[src/rtl/alu_op_encoder.sv]
// Turns a requested ALU control code plus register fields into a MIPS R-type word,
// tags it with a sequential byte address and queues it in a 2-entry output FIFO.
module alu_op_encoder #(
    parameter int ADDR_W    = 10,
    parameter int BASE_ADDR = 0
) (
    input  logic              clk,
    input  logic              rst_n,
    input  logic              req_valid,
    output logic              req_ready,
    input  logic [2:0]        req_alu_ctrl,
    input  logic [4:0]        req_rs,
    input  logic [4:0]        req_rt,
    input  logic [4:0]        req_rd,
    output logic              out_valid,
    input  logic              out_ready,
    output logic [31:0]       out_instr,
    output logic [ADDR_W-1:0] out_addr,
    output logic              err_pulse,
    output logic [7:0]        err_count
);

    typedef enum logic {
        SLOT_EMPTY = 1'b0,
        SLOT_FULL  = 1'b1
    } slot_state_t;

    localparam logic [ADDR_W-1:0] BASE      = ADDR_W'(BASE_ADDR);
    localparam logic [ADDR_W-1:0] ADDR_STEP = ADDR_W'(4);

    logic              w_supported;
    logic [5:0]        w_funct;
    logic [31:0]       w_word;
    logic              w_accept;
    logic              w_push;
    logic              w_pop;
    logic [1:0]        w_slot_full;
    logic [1:0]        w_slot_full_next;
    logic [1:0]        w_push_slot;
    logic [1:0]        w_pop_slot;
    logic [31:0]       w_slot_instr [2];
    logic [ADDR_W-1:0] w_slot_addr  [2];
    logic              w_head_next;
    logic [31:0]       w_head_instr_next;
    logic [ADDR_W-1:0] w_head_addr_next;

    logic              r_head;
    logic              r_tail;
    logic [ADDR_W-1:0] r_addr_cnt;
    logic              r_err_pulse;
    logic [7:0]        r_err_count;
    logic [31:0]       r_out_instr;
    logic [ADDR_W-1:0] r_out_addr;

    // Inverse of the funct-to-ALU-control decode; anything else is rejected.
    always_comb begin
        w_supported = 1'b1;
        w_funct     = 6'b000000;
        case (req_alu_ctrl)
            3'b010:  w_funct = 6'b100000;
            3'b110:  w_funct = 6'b100010;
            3'b000:  w_funct = 6'b100100;
            3'b001:  w_funct = 6'b100101;
            3'b111:  w_funct = 6'b101010;
            default: w_supported = 1'b0;
        endcase
    end

    assign w_word    = {6'b000000, req_rs, req_rt, req_rd, 5'b00000, w_funct};

    // Ready comes only from stored occupancy, so a stalled consumer never forms a comb path.
    assign req_ready = ~(w_slot_full[0] & w_slot_full[1]);
    assign out_valid = w_slot_full[0] | w_slot_full[1];

    assign w_accept  = req_valid & req_ready;
    assign w_push    = w_accept & w_supported;
    assign w_pop     = out_valid & out_ready;

    generate
        for (genvar gi = 0; gi < 2; gi++) begin : g_slot
            slot_state_t       r_state;
            slot_state_t       w_state_next;
            logic [31:0]       r_instr;
            logic [ADDR_W-1:0] r_addr;

            assign w_push_slot[gi] = w_push & (r_tail == 1'(gi));
            assign w_pop_slot[gi]  = w_pop  & (r_head == 1'(gi));

            always_comb begin
                w_state_next = r_state;
                case (r_state)
                    SLOT_EMPTY: if (w_push_slot[gi]) w_state_next = SLOT_FULL;
                    SLOT_FULL:  if (w_pop_slot[gi])  w_state_next = SLOT_EMPTY;
                    default:    w_state_next = SLOT_EMPTY;
                endcase
            end

            always_ff @(posedge clk or negedge rst_n) begin
                if (!rst_n) begin
                    r_state <= SLOT_EMPTY;
                    r_instr <= '0;
                    r_addr  <= '0;
                end else begin
                    r_state <= w_state_next;
                    if (w_push_slot[gi]) begin
                        r_instr <= w_word;
                        r_addr  <= r_addr_cnt;
                    end
                end
            end

            assign w_slot_full[gi]      = (r_state == SLOT_FULL);
            assign w_slot_full_next[gi] = (w_state_next == SLOT_FULL);
            assign w_slot_instr[gi]     = r_instr;
            assign w_slot_addr[gi]      = r_addr;
        end
    endgenerate

    // Look ahead to the entry that will sit at the head after this edge, so the
    // registered output shows it next cycle and simply holds once the FIFO drains.
    always_comb begin
        w_head_next = r_head ^ w_pop;
        if (w_push_slot[w_head_next]) begin
            w_head_instr_next = w_word;
            w_head_addr_next  = r_addr_cnt;
        end else begin
            w_head_instr_next = w_slot_instr[w_head_next];
            w_head_addr_next  = w_slot_addr[w_head_next];
        end
    end

    always_ff @(posedge clk or negedge rst_n) begin
        if (!rst_n) begin
            r_head      <= 1'b0;
            r_tail      <= 1'b0;
            r_addr_cnt  <= BASE;
            r_err_pulse <= 1'b0;
            r_err_count <= 8'd0;
            r_out_instr <= 32'd0;
            r_out_addr  <= '0;
        end else begin
            if (w_pop) begin
                r_head <= ~r_head;
            end
            if (w_push) begin
                r_tail     <= ~r_tail;
                r_addr_cnt <= r_addr_cnt + ADDR_STEP;
            end
            r_err_pulse <= w_accept & ~w_supported;
            if (w_accept && !w_supported && (r_err_count != 8'hFF)) begin
                r_err_count <= r_err_count + 8'd1;
            end
            if (w_slot_full_next[w_head_next]) begin
                r_out_instr <= w_head_instr_next;
                r_out_addr  <= w_head_addr_next;
            end
        end
    end

    assign out_instr = r_out_instr;
    assign out_addr  = r_out_addr;
    assign err_pulse = r_err_pulse;
    assign err_count = r_err_count;

endmodule

[config.mk]
export PLATFORM = sky130hd
export DESIGN_NAME = alu_op_encoder
export DESIGN_NICKNAME = d
export VERILOG_FILES = /design/src/rtl/alu_op_encoder.sv
export SDC_FILE = /design/constraint.sdc
export NUM_CORES = 1
export LEC_CHECK = 0
export CAP_MARGIN = 40
export CORE_MARGIN = 5
export CORE_UTILIZATION = 55
export DETAILED_ROUTE_END_ITERATION = 10
export PLACE_DENSITY = 0.85
export SLEW_MARGIN = 20
export SYNTH_ARGS = -nofsm -noshare
export SYNTH_HDL_FRONTEND = slang
export SYNTH_SLANG_ARGS = --single-unit
[constraint.sdc]
create_clock -name clk -period 3.8 [get_ports clk]
set_clock_uncertainty 0.2 [all_clocks]
set_input_delay 0.76 -clock clk [delete_from_list [all_inputs] [get_ports clk]]
set_output_delay 0.76 -clock clk [all_outputs]
set_load 0.05 [all_outputs]
==> impl_metrics.json <==
{
  "status": "finished clean",
  "placed_area_sq_mm": 0.006375,
  "clock-sinks": 105,
  "port_buffers": 60,
  "fin_area_sq_mm": 0.006604,
  "hold_buffers": 0,
  "ys_top_cells_by_count": "nand2_1 (142), dfrtp_1 (105), clkbuf_1 (24), o21ai_0 (24), nor4_1 (23)",
  "synth_top_area_share_pct": 45.99,
  "via_count": 4986,
  "fmax_mhz": 306.1,
  "yosysWarnings": 0,
  "grt_pass1_vias": 4860,
  "avgRoutedWirePerCell_um": 18.09,
  "powerDensity_mw_per_mm2": 952.6,
  "start_kind": "register",
  "finalCritPeriodShare_pct": 85.97,
  "crit_buf_inv": 0,
  "clkTransAtPathRegs_ns": 0.11,
  "drt_first_pass_iters": 5,
  "path_class": "reg2reg",
  "arrival_ns": 3.32,
  "yosysSeqAreaShare_pct": 45.99,
  "place_inst": 786,
  "die_area_sq_mm": 0.01253,
  "crit_path_top_delay_cell": "o2111a_1",
  "tightestPinTransition_ns": 0.7059,
  "finalNetCount": 688,
  "busiest_layer": "met2",
  "ys_types": 60,
  "drt_iter0_markers": 491,
  "yosys.area.top_type": "dfrtp_1",
  "die_w_um": 111.9,
  "finalHoldViolCount": 0,
  "clock_path_buffers": 2,
  "gp_congestion": 0.9058,
  "path_max_fanout": 11,
  "htree_levels": 3,
  "pre_cts_ws_ns": 0.2357,
  "synth_most_common_cell": "nand2_1",
  "met2_usage_pct": 38.57,
  "post-route-drc-count": 0,
  "finalNonFillerCells": 803,
  "grt_use_total_pct": 23.42,
  "min_period_ns": 3.267,
  "fin_ws_ns": 0.5331,
  "critPathTopFamily": "simple AND/OR/NAND/NOR gates",
  "rsz0062_at_grt": "no",
  "fin_tns_setup_ns": 0,
  "ant_nets": 0,
  "slew_headroom_pct": 52.94,
  "vdd_drop_max_v": 0.0004504,
  "num_io_pins": 75,
  "cts_tree": "yes",
  "drive_gt1_share_pct": 10.94,
  "wirelength_um": 14520,
  "synth_area_per_cell_sq_um": 9.185,
  "core_sq_mm": 0.01023,
  "power_w": 0.006291,
  "grt_antenna_before_repair": 0,
  "cts_buffers": 9,
  "slew_violations": 0,
  "crit_chain": "or2_2, and2_1, ha_2, nor3b_1, o2111a_1, nor2_1, o41ai_1",
  "cts_setup_buffers": 0,
  "clkLatencyLatePin_ns": 0.38,
  "cpPeakStageDelay_ns": 0.48,
  "synth_flop_cell": "dfrtp_1",
  "die_y_um": 111.9,
  "area_delta_synth_final_pct": 15.59,
  "use_met3_pct": 4.402,
  "synth.area.top_cells": "dfrtp_1 (46%), nand2_1 (9.3%), nor4_1 (2.5%), buf_4 (2.4%), nand2b_1 (2.2%)",
  "leakagePower_nw": 2.852,
  "cap_violations": 0,
  "initial_core_util_pct": 55.84,
  "grt_pass1_wl_um": 24320,
  "setup_viol": 0,
  "routed_via_density": 6.209,
  "rows": 37,
  "root_buffer": "clkbuf_8",
  "required_ns": 3.85,
  "grt_max_degree": 55,
  "n_antenna_cell": 0,
  "critPathCaptureType": "register",
  "async_flop_share_pct": 100.0,
  "synth_edf_count": 0,
  "hold_path.class": "in2async",
  "grt_overflow": 0,
  "netlist_instances": 622,
  "cts_resized": 0,
  "mappedNetlistArea_sq_mm": 0.005713,
  "ys_seq_elements": 105,
  "hpwl_um": 9584,
  "grt_use_met1_pct": 31.65
}
metal layers:
layer / wire length (um) / part of all wire (%)
met3: 1001 / 6.9
met5: 0 / 0
met2: 7164 / 49
met4: 210 / 1.4
met1: 6148 / 42
state kept, by name (all words and copies together) (netlist names):
register / flops
g_slot.r_state: 2
err_pulse: 1
g_slot.r_instr: 40
out_instr: 20
r_tail: 1
r_head: 1
err_count: 8
out_addr: 8
r_addr_cnt: 8
g_slot.r_addr: 16
path summary, 6_finish.rpt:
check / from / end / slack [ns] / cells past startpoint
min in group clk: g_slot[1].r_addr[2]$_DFFE_PN0P_ / g_slot[1].r_addr[2]$_DFFE_PN0P_ / 0.28 / 2
setup / recovery: g_slot[1].r_state$_DFF_PN0_ / out_instr[2]$_DFFE_PN0P_ / 0.53 / 7
hold reg to reg: g_slot[1].r_addr[2]$_DFFE_PN0P_ / g_slot[1].r_addr[2]$_DFFE_PN0P_ / 0.28 / 2
hold / removal: rst_n / g_slot[0].r_addr[9]$_DFFE_PN0P_ / 0.22 / 1
setup reg to reg: g_slot[1].r_state$_DFF_PN0_ / out_instr[2]$_DFFE_PN0P_ / 0.53 / 7
max in group asynchronous: rst_n / g_slot[0].r_instr[18]$_DFFE_PN0P_ / 2.47 / 2
cell type report:
type | instances | area [sq um]
fillers | 840 | 3627
multi-input cells | 454 | 2745
flip-flops and latches | 105 | 2628
repair buffers | 87 | 828.3
well taps | 136 | 170.2
clock buffers | 10 | 137.6
clock inverters | 6 | 76.32
inverters | 5 | 18.77
power by group:
group          switching [W]  internal (W)  leakage [nW]  total, W
clock               0.000411      0.000332         0.109  0.000743
combinational        0.00219       0.00138          1.44   0.00357
sequential          0.000383       0.00159          1.30   0.00198
stage by stage:
step / hold slack (ns) / utilization [%]
finish: 0.2197 / 64.55
global route: 0.2534 / 64.55
CTS: 0.2329 / 64.40
detailed placement: 0.2561 / 62.31
global placement: 0.2430 / 62.16
floorplan: 0.2297 / -
cell families after synthesis:
family | count (synthesis) | share of synthesized area (%)
XOR/XNOR | 16 | 2.453
AO/OA/AOI/OAI | 131 | 17.41
AND/OR/NAND/NOR | 282 | 24.81
buffers and inverters | 76 | 7.052
adder cells (fa/ha/maj) | 4 | 0.8761
multiplexers | 7 | 1.336
other | 1 | 0.06564
flip-flops | 105 | 45.99
cell usage in the layout (no fill, tap or decap), types with 3 or more instances in the layout:
cell / instances
nor2_1: 13
nor3_1: 11
dfrtp_1: 105
a2bb2oi_1: 10
o32ai_1: 11
nand4_1: 10
nand2b_1: 20
o31ai_1: 7
clkinv_4: 4
inv_1: 5
a21oi_1: 8
clkbuf_8: 10
mux2_2: 5
nand3b_1: 9
a211oi_1: 3
nand3_1: 21
o41a_1: 10
ha_1: 3
xor2_1: 8
nor3b_1: 3
xnor2_1: 8
o21ai_0: 24
clkdlybuf4s50_1: 59
or2_2: 12
conb_1: 14
buf_4: 25
o41ai_1: 5
nand2_1: 142
a21o_1: 10
o221ai_1: 4
nor4_1: 23
a41oi_1: 9
a31oi_1: 13
worst register-to-register path: cells and delay by family (launching register included):
kind	cells	cell delay (ns)
compound gates	2	0.95
flops	1	0.47
fa+ha+maj	1	0.43
simple gates	4	1.08
Power figures use the tool's default switching activity.
